## config.mk

```make
export PLATFORM = sky130hd
export DESIGN_NAME = instruction_encoder_loader
export DESIGN_NICKNAME = d
export VERILOG_FILES = /design/src/rtl/instruction_encoder_loader.sv
export SDC_FILE = /design/constraint.sdc
export NUM_CORES = 1
export LEC_CHECK = 0
export CORE_MARGIN = 1
export CORE_UTILIZATION = 48
export DETAILED_ROUTE_END_ITERATION = 6
export MAX_ROUTING_LAYER = met4
export PLACE_DENSITY = 0.81
export SLEW_MARGIN = 15
export SYNTH_ARGS = -nofsm -noshare
export SYNTH_HDL_FRONTEND = slang
export SYNTH_SLANG_ARGS = --single-unit
```

## constraint.sdc

```tcl
create_clock -name clk -period 2.65 [get_ports clk]
set_clock_uncertainty 0.05 [all_clocks]
set_input_delay 0.265 -clock clk [delete_from_list [all_inputs] [get_ports clk]]
set_output_delay 0.265 -clock clk [all_outputs]
set_load 0.02 [all_outputs]
```

## src/rtl/instruction_encoder_loader.sv

```systemverilog
// instruction_encoder_loader: packs decoded instruction fields into 20-bit words and writes them to consecutive memory addresses.
// Handshake in LOAD registers the word; WRITE pulses mem_we for one cycle. Stops on HALT or the first error.
module instruction_encoder_loader #(
    parameter int MEM_DEPTH = 1024
) (
    input  logic        clk,
    input  logic        rst,
    input  logic        start,
    input  logic [9:0]  start_addr,
    input  logic        in_valid,
    output logic        in_ready,
    input  logic [4:0]  in_opcode,
    input  logic [3:0]  in_dr,
    input  logic [3:0]  in_sr1,
    input  logic [3:0]  in_sr2,
    input  logic [19:0] in_imm,
    input  logic [9:0]  in_addr,
    output logic        mem_we,
    output logic [9:0]  mem_addr,
    output logic [19:0] mem_wdata,
    output logic [10:0] word_count,
    output logic        busy,
    output logic        done,
    output logic        err,
    output logic [1:0]  err_code
);
    typedef enum logic [2:0] {IDLE, LOAD, WRITE, DONE, ERR} state_t;
    state_t      r_state;
    logic [10:0] r_ptr;
    logic        r_halt;
    logic [19:0] w_word;
    logic        w_range_ok;
    logic        w_addr_ok;
    logic        w_overflow;
    assign w_addr_ok  = {1'b0, in_addr} < 11'(MEM_DEPTH);
    assign w_overflow = r_ptr >= 11'(MEM_DEPTH);
    always_comb begin
        w_word     = {in_opcode, 15'd0};
        w_range_ok = 1'b1;
        if (in_opcode >= 5'd1 && in_opcode <= 5'd9 && in_opcode[0])
            w_word[11:0] = {in_dr, in_sr1, in_sr2};
        else if (in_opcode >= 5'd2 && in_opcode <= 5'd10 && !in_opcode[0]) begin
            w_word[14:0] = {in_dr, in_sr1, in_imm[6:0]};
            w_range_ok   = (&in_imm[19:6]) || !(|in_imm[19:6]);
        end else if (in_opcode == 5'd11) begin
            w_word[13:0] = {in_dr, in_addr};
            w_range_ok   = w_addr_ok;
        end else if (in_opcode == 5'd12) begin
            w_word[13:0] = {in_sr1, in_addr};
            w_range_ok   = w_addr_ok;
        end else if (in_opcode == 5'd13)
            w_word[3:0] = in_sr1;
        else if (in_opcode == 5'd14)
            w_word[3:0] = in_dr;
        else if (in_opcode == 5'd15) begin
            w_word[9:0] = in_addr;
            w_range_ok  = w_addr_ok;
        end else if (in_opcode == 5'd16 || in_opcode == 5'd17) begin
            w_word[14:0] = {in_sr1, in_sr2, in_addr[6:0]};
            w_range_ok   = !(|in_addr[9:7]);
        end
    end
    // ptr and word_count advance on the handshake edge, so they already show the new values during the write cycle
    always_ff @(posedge clk or posedge rst) begin
        if (rst) begin
            r_state    <= IDLE;
            r_ptr      <= '0;
            r_halt     <= 1'b0;
            in_ready   <= 1'b0;
            mem_we     <= 1'b0;
            mem_addr   <= '0;
            mem_wdata  <= '0;
            word_count <= '0;
            busy       <= 1'b0;
            done       <= 1'b0;
            err        <= 1'b0;
            err_code   <= '0;
        end else begin
            case (r_state)
                LOAD: begin
                    if (in_valid) begin
                        in_ready <= 1'b0;
                        if (w_overflow || in_opcode > 5'd17 || !w_range_ok) begin
                            r_state  <= ERR;
                            busy     <= 1'b0;
                            err      <= 1'b1;
                            err_code <= w_overflow ? 2'd3 : (in_opcode > 5'd17) ? 2'd1 : 2'd2;
                        end else begin
                            r_state    <= WRITE;
                            mem_we     <= 1'b1;
                            mem_addr   <= r_ptr[9:0];
                            mem_wdata  <= w_word;
                            r_ptr      <= r_ptr + 11'd1;
                            word_count <= word_count + 11'd1;
                            r_halt     <= in_opcode == 5'd0;
                        end
                    end
                end
                WRITE: begin
                    mem_we   <= 1'b0;
                    r_state  <= r_halt ? DONE : LOAD;
                    in_ready <= !r_halt;
                    busy     <= !r_halt;
                    done     <= r_halt;
                end
                default: begin
                    if (start) begin
                        r_state    <= LOAD;
                        r_ptr      <= {1'b0, start_addr};
                        word_count <= '0;
                        in_ready   <= 1'b1;
                        busy       <= 1'b1;
                        done       <= 1'b0;
                        err        <= 1'b0;
                        err_code   <= '0;
                    end
                end
            endcase
        end
    end
endmodule

```

==> run summary, run 1 <==
multiplexer share of the synthesized area: 0.0592
CTS tree: yes
combinational family with the most area after synthesis: compound AO/OA/AOI/OAI gates
vias: 3666
Detailed Place HPWL: 7760 microns
Mean Syn Cell Area: 9.22 sq um
Worst-Skew Late Latency: 0.35 ns
Detailed Route Iter0 Violations: 316
leakage: 2.11 nW
complex-gate fraction of the synthesized area: 0.253
register area share after synthesis: 0.436
DRT antenna net count: 0
port bufs: 108
Arr. time, crit path: 2.52 ns
# resized after CTS: 0
Root Driver: clkbuf_8
Placed Cells: 600
CTS Buffer Depth: 2
share of post-route cells with drive strength above 1: 0.133
Die Wd: 88.8 microns
power per cell area: 994 nW/um^2
pin count of the biggest net entering global routing: 64
Synth Flop Type: dfrtp_1
crit share post-route: 0.882
vias in the first global route: 3441
share of synthesized flip-flops with an asynchronous set or reset: 1.00
hold_buf cts: 0
Initial Util: 0.499
pre-CTS setup slack: 0.0561 ns
flops & latches, synth: 63
status: finished clean
Synth Area in XOR/XNOR: 0.00242
final cell count without fillers: 616
IO Pins: 109
adder-cell share of the synthesized area: 0.0104
Tmin final: 2.34 ns
count leader, synth: dfrtp_1
Antenna Cells: 0
Fin. Hold Viols: 0
Placer Congestion: 0.892
grt total ovfl: 0
die area: 7880 sq um
kind of start point of the critical path: flip-flop
core area: 7250 sq um
clock-pin slew on the worst setup and hold paths: 0.07 ns
CTS sink cnt: 63
DR DRC count: 0
Max Freq: 428 MHz
Total Neg Setup Slack: 0 ns
CP endpoint kind: flip-flop
hold crit path type: in2async
synth cell count leaders: 63 x dfrtp_1, 40 x nand2_1, 30 x o21ai_0
drt first pass iters: 5
vias per cell: 5.95
post-synth top area cell: dfrtp_1
area share of and/or/nand/nor cells after synthesis: 0.198
Hold Worst Slack: 0.243 ns
EDFF count, synth: 0
final setup violation count: 0
synthesized area: 3620 sq um
ranking of synthesized cells by area: dfrtp_1 44%, nand2_1 4.2%, o21ai_0 4.2%
Yosys cell types: 63
Slew @ Worst Pin: 0.802 ns
DR WL/cell: 17.0 microns
chip height: 88.8 microns
RSZ-0062 raised after global routing: no
maximum vdd ir drop: 0.000648 V
Total GRT Usage: 0.290
Critical Path RT: 2.84 ns
initial antenna violation count: 0
Synth Warn #: 0
Post-Syn Instances: 392
setup bufs post-CTS: 0
CP max FO: 38
number of placement rows: 31
Crit Path Class: reg2reg
Synth Net Count: 456
setup slack after layout: 0.313 ns
P&R area growth vs syn: 42.1%
first-pass GRT wire length: 16800 microns
cts bufs inserted: 9
Nets: 576
Rel. slew slack: 0.461
H-tree levels: 3
Synth top area share: 0.436
Post-Route WL: 10400 microns
max-slew violations: 0
# Max-Cap Violations: 0
==> per-stage QoR <==
step | util | total power, mW | instance area (sq um)
3_3_place_gp | 0.681 | 4.19 | 4940
3_5_place_dp | 0.681 | 4.25 | 4940
5_1_grt | 0.708 | 5.41 | 5140
2_1_floorplan | - | 3.13 | 3620
4_1_cts | 0.708 | 5.12 | 5140
6_report | 0.708 | 5.11 | 5140
==> layer usage <==
layer  vias up  GRT usage  routed length, microns  share of wire
met3        16     0.0532                     665          0.064
met5         -          -                       0              0
li1       1720          -                       -              -
met2       165      0.448                    5180           0.50
met1      1765      0.377                    4430           0.42
met4         0      0.116                     169          0.016
==> critical path, cell delays in order, from the launching register on <==
cell and delay [ns]:
dfrtp_1 0.46, or4_1 0.60, o22ai_2 0.19, buf_4 0.19, o311ai_4 0.20, buf_12 0.24
mux2_2 0.28
==> cell usage in the layout (no fill, tap or decap), drive strengths merged, types with 6 or more instances in the layout <==
master / synthesis / final
nand3: 14 / 14
a2bb2oi: 7 / 7
nand2: 40 / 40
nor2: 24 / 24
and3: 10 / 10
nand2b: 10 / 10
o41ai: 7 / 7
inv: 17 / 18
nor3: 7 / 7
mux2i: 9 / 9
a31oi: 6 / 6
mux2: 11 / 11
clkbuf: 14 / 9
o22ai: 10 / 10
a21oi: 27 / 27
clkdlybuf4s50: 0 / 108
o21ai: 36 / 36
dfrtp: 63 / 63
buf: 7 / 22
==> path summary, 6_finish.rpt <==
path                                    end  cells past startpoint   startpoint  slack (ns)
worst min-delay path               r_ptr[9]                      3          rst        0.24
worst min register to register  mem_addr[1]                      2  mem_addr[1]        0.44
worst max register to register  mem_addr[7]                      6    r_ptr[10]        0.31
max in group asynchronous       mem_addr[6]                      3          rst        2.03
worst max-delay path            mem_addr[7]                      6    r_ptr[10]        0.31
min in group clk                mem_addr[1]                      2  mem_addr[1]        0.44
==> logic make-up (layout without fill, tap and decap cells) <==
group | after synthesis | count (layout)
simple gates | 134 | 134
compound gates | 133 | 133
flops | 63 | 63
buf+inv | 38 | 163
mux | 20 | 20
fa+ha+maj | 3 | 3
xor+xnor | 1 | 1
==> where the power goes <==
| part | total, mW | switching (mW) | internal, mW |
|---|---|---|---|
| registers | 1.65 | 0.312 | 1.34 |
| logic | 2.62 | 1.41 | 1.21 |
| clock network | 0.835 | 0.400 | 0.435 |
==> state kept, by name (all words and copies together) (netlist names), 2 cells and up <==
signal	count
err_code	2
mem_wdata	20
r_state	3
mem_addr	10
r_ptr	11
word_count	11
==> cell type report <==
type                       count  area (sq um)
clock buffer                   9           124
inverter                      17          63.8
timing repair buffer         130          1270
tap                           99           124
clock inverter                 7          71.3
fill                         571          2120
multi-input combinational    291          1910
sequential                    63          1580
Power figures use the tool's default switching activity.
==> inputs of run 2 (changes only) <==
Settings changed: GPL_ROUTABILITY_DRIVEN set to 0.
==> run 2 against run 1 <==
Effect of this change: the flow now finishes with violations (DRC); critical path depth stayed put; global-route usage decreased by 0.56 points; sequential power about the same; total power increased by 0.52%; hold slack got worse by 0.036 ns; cell count up 0.16%; first-iteration DRC count unchanged; non-clock buffer count up 1; critical endpoint is now r_ptr[6]; largest cell class unchanged; largest power group unchanged; highest routed layer unchanged.
==> run summary, run 2 (same netlist as run 1, synthesis figures left out) <==
share of post-route cells with drive strength above 1: 0.133 (-0.000258)
kind of start point of the critical path: flip-flop
Placed Cells: 601 (+0.17%)
Total GRT Usage: 0.284 (-0.00558)
clock-pin slew on the worst setup and hold paths: 0.08 ns (about the same)
CP cell instances: inv_2 > or3_1 > nor4_4 > nor2_2 > buf_4 > a2bb2oi_1
Detailed Place HPWL: 7820 microns (+0.70%)
CP endpoint kind: flip-flop
vias per cell: 6.00 (+0.90%)
Arr. time, crit path: 2.52 ns (about the same)
initial antenna violation count: 0 (unchanged)
biggest regs: mem_wdata x20, r_ptr x11, word_count x11
Crit Path Class: reg2reg
DRT antenna net count: 0 (unchanged)
DR WL/cell: 16.8 microns (-0.99%)
Root Driver: clkbuf_8
Crit path max-delay family: simple AND/OR/NAND/NOR gates
failing checks: DRC
Worst R2R Setup Slack: 0.35 ns (+0.04 ns)
CTS sink cnt: 63 (unchanged)
first-pass GRT wire length: 16500 microns (-1.6%)
Max Freq: 434 MHz (+1.5%)
commonest non-fill, non-tap cell in the layout: clkdlybuf4s50_1
vias in the first global route: 3433 (-0.23%)
# Max-Cap Violations: 0 (unchanged)
Slew @ Worst Pin: 0.736 ns (-0.0663 ns)
power per cell area: 1000 nW/um^2 (+0.57%)
Nets: 577 (+0.17%)
CP max FO: 14 (-63%)
Worst-Skew Late Latency: 0.34 ns (about the same)
hold crit path type: in2async
Largest register FFs: 20 (unchanged)
port bufs: 108 (unchanged)
CP max-delay cell: nor4_4
Hold Worst Slack: 0.206 ns (-0.0364 ns)
pre-CTS setup slack: 0.0398 ns (-0.0162 ns)
number of placement rows: 31 (unchanged)
largest reg by FF count: mem_wdata
Detailed Route Iter0 Violations: 316 (unchanged)
filler cell count: 558 (-2.3%)
Worst path max stage delay: 0.71 ns (+0.11 ns)
setup bufs post-CTS: 0 (unchanged)
crit share post-route: 0.869 (-0.0133)
Rel. slew slack: 0.506 (+0.0453)
chip height: 88.8 microns (unchanged)
Critical Path RT: 2.87 ns (+0.03 ns)
CTS Buffer Depth: 2 (unchanged)
max-slew violations: 0 (unchanged)
setup slack after layout: 0.348 ns (+0.0353 ns)
leakage: 2.10 nW (-0.16%)
die area: 7880 sq um (unchanged)
IO Pins: 109 (unchanged)
drt first pass iters: 7 (+2)
# resized after CTS: 0 (unchanged)
cts bufs inserted: 9 (unchanged)
status: complete, but fails checks
final setup violation count: 0 (unchanged)
CTS tree: yes
RSZ-0062 raised after global routing: no
Tmin final: 2.30 ns (-0.0353 ns)
P&R area growth vs syn: 42.0% (about the same)
vias: 3705 (+1.1%)
Die Wd: 88.8 microns (unchanged)
Total Neg Setup Slack: 0 ns (unchanged)
pin count of the biggest net entering global routing: 39 (-39%)
H-tree levels: 3 (unchanged)
commonest non-fill, non-tap cells in the layout: 108 x clkdlybuf4s50_1, 63 x dfrtp_1, 40 x nand2_1
maximum vdd ir drop: 0.000711 V (+9.7%)
core area: 7250 sq um (unchanged)
grt total ovfl: 0 (unchanged)
Antenna Cells: 0 (unchanged)
hold_buf cts: 0 (unchanged)
Post-Route WL: 10400 microns (-0.83%)
final cell count without fillers: 617 (+0.16%)
Initial Util: 0.499 (unchanged)
Buf+Inv Stages, Crit Path: 2 (unchanged)
Fin. Hold Viols: 0 (unchanged)
DR DRC count: 15 (+15)
## run 2: changes by cell type in the layout (fill, tap and decap cells not counted), sizes merged
| cell | previous run | this run |
|---|---|---|
| clkbuf | 9 | 11 |
| buf | 22 | 23 |
| clkinv | 5 | 2 |
| clkinvlp | 0 | 1 |
## run 2: layout make-up
type / count / area, sq um / share of cell area
multi-input combinational: 291 / 1910 / 0.371
tap: 99 / 124 / 0.0241
timing repair buffer: 131 / 1270 / 0.247
clock buffer: 11 / 141 / 0.0275
inverter: 17 / 63.8 / 0.0124
clock inverter: 5 / 56.3 / 0.0110
sequential: 63 / 1580 / 0.307
## run 2: worst paths after layout
kind | startpoint | endpoint | cells past startpoint
worst min-delay path | rst | mem_addr[1] | 2
worst min register to register | mem_wdata[0] | mem_wdata[0] | 2
min in group clk | mem_wdata[0] | mem_wdata[0] | 2
max in group asynchronous | rst | err | 3
worst max-delay path | r_state[0] | r_ptr[6] | 6
worst max register to register | r_state[0] | r_ptr[6] | 6
## run 2: metal layers
metal	wire length, microns	vias up	part of all wire	GRT usage
met5	0	-	0	-
li1	-	1719	-	-
met4	140	0	0.014	0.0718
met2	5070	192	0.49	0.452
met3	854	15	0.082	0.0662
met1	4290	1779	0.41	0.367
## run 2: power by group
part | internal, mW | leakage, nW | switching [mW] | total (mW)
Sequential | 1.34 | 0.786 | 0.307 | 1.64
Combinational | 1.21 | 1.22 | 1.43 | 2.65
Clock | 0.460 | 0.0997 | 0.383 | 0.844
Total | 3.01 | 2.10 | 2.12 | 5.13
## run 2: per-stage QoR
stage | power, mW | utilization | instance area [sq um]
after floorplan | 3.13 | - | 3620
after global placement | 4.19 | 0.681 | 4940
after detailed placement | 4.26 | 0.681 | 4940
after CTS | 5.13 | 0.708 | 5130
after global routing | 5.45 | 0.708 | 5130
final | 5.13 | 0.708 | 5130
==> inputs of run 3 (changes only) <==
Settings changed: CAP_MARGIN set to 20.
Clock period 2.65 ns to 2.3 ns, I/O delays scaled along.
==> run 3 against run 2 <==
Effect of this change: the flow now finishes without violations; first-iteration DRC count is 28% lower; utilization is 2.1 points higher; routed wire length rose by 3.4%; final area rose by 2.9%; via count is 2.5% higher; critical path type unchanged; largest cell class unchanged.
==> run summary, run 3 (same netlist as run 1, synthesis figures left out) <==
Sw Ratio: 0.415 (+0.00117)
filler cell count: 537 (-3.8%)
Total GRT Usage: 0.298 (+0.0135)
Clock power frac: 0.163 (about the same)
Max Freq: 455 MHz (+4.8%)
setup bufs post-CTS: 0 (unchanged)
setup slack after layout: 0.103 ns (-0.245 ns)
Fin. Hold Viols: 0 (unchanged)
vias in the first global route: 3696 (+7.7%)
max-slew violations: 0 (unchanged)
Worst R2R Path Depth: 6 (unchanged)
register area: 1580 sq um (about the same)
number of placement rows: 31 (unchanged)
# resized after CTS: 0 (unchanged)
Tmin final: 2.20 ns (-0.105 ns)
Slew @ Worst Pin: 0.645 ns (-0.0908 ns)
RSZ-0062 raised after global routing: no
first-pass GRT wire length: 17300 microns (+4.7%)
H-tree levels: 3 (unchanged)
Final Instance Area: 5280 sq um (+2.9%)
DR WL/cell: 16.9 microns (+0.94%)
pre-CTS setup slack: -0.200 ns (-0.240 ns)
FF-to-FF End: mem_wdata[1]
die area: 7880 sq um (unchanged)
Detailed Route Iter0 Violations: 229 (-28%)
vias: 3799 (+2.5%)
# Max-Cap Violations: 0 (unchanged)
port bufs: 108 (unchanged)
IO Pins: 109 (unchanged)
Net Sw Power: 2.48 mW (+17%)
Placed Area: 5070 sq um (+2.8%)
DRT antenna net count: 0 (unchanged)
Pwr Total: 5.97 mW (+16%)
cts bufs inserted: 9 (unchanged)
core area: 7250 sq um (unchanged)
CP endpoint kind: flip-flop
Gate power share: 0.519 (+0.003)
grt total ovfl: 0 (unchanged)
Rel. slew slack: 0.567 (+0.0609)
Total Neg Setup Slack: 0 ns (unchanged)
Hold Worst Slack: 0.204 ns (-0.00213 ns)
commonest non-fill, non-tap cell in the layout: clkdlybuf4s50_1
CTS Buffer Depth: 2 (unchanged)
maximum vdd ir drop: 0.000718 V (+1.1%)
Worst-Skew Late Latency: 0.35 ns (about the same)
crit share post-route: 0.955 (+0.0864)
kind of start point of the critical path: flip-flop
Crit Path Class: reg2reg
power per cell area: 1130 nW/um^2 (+13%)
clock-pin slew on the worst setup and hold paths: 0.07 ns (about the same)
CTS sink cnt: 63 (unchanged)
biggest regs: mem_wdata x20, r_ptr x11, word_count x11
chip height: 88.8 microns (unchanged)
CTS tree: yes
Pint: 3.49 mW (+16%)
status: finished clean
final setup violation count: 0 (unchanged)
Flop pwr share: 0.319 (about the same)
share of post-route cells with drive strength above 1: 0.163 (+0.0300)
vias per cell: 6.01 (+0.10%)
Arr. time, crit path: 2.37 ns (-0.15 ns)
commonest non-fill, non-tap cells in the layout: 108 x clkdlybuf4s50_1, 62 x dfrtp_1, 40 x nand2_1
Die Wd: 88.8 microns (unchanged)
Largest register FFs: 20 (unchanged)
P&R area growth vs syn: 46.1%
Nets: 592 (+2.6%)
DR DRC count: 0 (-15)
drt first pass iters: 7 (unchanged)
Initial Util: 0.499 (unchanged)
CP max FO: 13 (-1)
Detailed Place HPWL: 8060 microns (+3.1%)
Root Driver: clkbuf_8
Worst R2R Start: r_ptr[10]
multi-input logic area: 1920 sq um (+0.66%)
initial antenna violation count: 0 (unchanged)
largest reg by FF count: mem_wdata
Post-Route WL: 10700 microns (+3.4%)
Worst R2R Setup Slack: 0.10 ns (-0.24 ns)
hold_buf cts: 0 (unchanged)
hold crit path type: in2async
Critical Path RT: 2.47 ns (-0.40 ns)
Antenna Cells: 0 (unchanged)
leakage: 2.20 nW (+4.4%)
pin count of the biggest net entering global routing: 64 (+64%)
[run 3: cell types whose count changed in the layout (fill, tap and decap cells not counted), sizes merged]
| cell | change |
|---|---|
| buf | +15 |
| clkinv | +3 |
| clkbuf | -2 |
| clkinvlp | -1 |
[run 3: cell type report]
class / count / share of cell area
Timing Repair Buffer: 146 / 0.266
Inverter: 17 / 0.0121
Multi-Input combinational cell: 291 / 0.363
Clock buffer: 9 / 0.0234
Tap cell: 99 / 0.0234
Clock inverter: 7 / 0.0135
Sequential cell: 63 / 0.299
[run 3: how the worst max path moves through the flow]
stage	end	cells after the start	from
global route	mem_wdata[3]	6	r_ptr[10]
finish	mem_wdata[1]	6	r_ptr[10]
floorplan	word_count[9]	5	r_ptr[10]
detailed placement	mem_wdata[3]	7	in_addr[9]
global placement	mem_wdata[3]	7	in_addr[9]
CTS	mem_wdata[3]	6	r_ptr[10]
[run 3: stage by stage]
stage | std cells | util
after global routing | 632 | 0.728
after global placement | 616 | 0.700
after floorplan | 392 | -
after CTS | 632 | 0.727
final | 632 | 0.728
after detailed placement | 616 | 0.700
[run 3: power by group through the flow]
stage | Clock (mW) | Combinational (mW) | Sequential (mW)
2_1_floorplan | 0 | 1.42 | 2.19
3_3_place_gp | 0 | 2.98 | 1.89
3_5_place_dp | 0 | 3.06 | 1.90
4_1_cts | 0.981 | 3.09 | 1.89
5_1_grt | 1.02 | 3.34 | 1.96
6_report | 0.971 | 3.09 | 1.90
[run 3: per-layer routing]
metal	vias to the layer above	share of wire	routed length, microns	GRT usage
met5	-	0	0	-
met4	0	0.024	262	0.120
met3	35	0.061	657	0.0597
met2	167	0.49	5230	0.467
met1	1835	0.43	4560	0.377
li1	1762	-	-	-
[run 3: critical path: stages, from the launching register on]
cell and delay, ns:
dfrtp_1 0.39, or4_1 0.59, o22ai_4 0.17, buf_4 0.16, o311ai_4 0.14, buf_12 0.19
o41ai_1 0.39
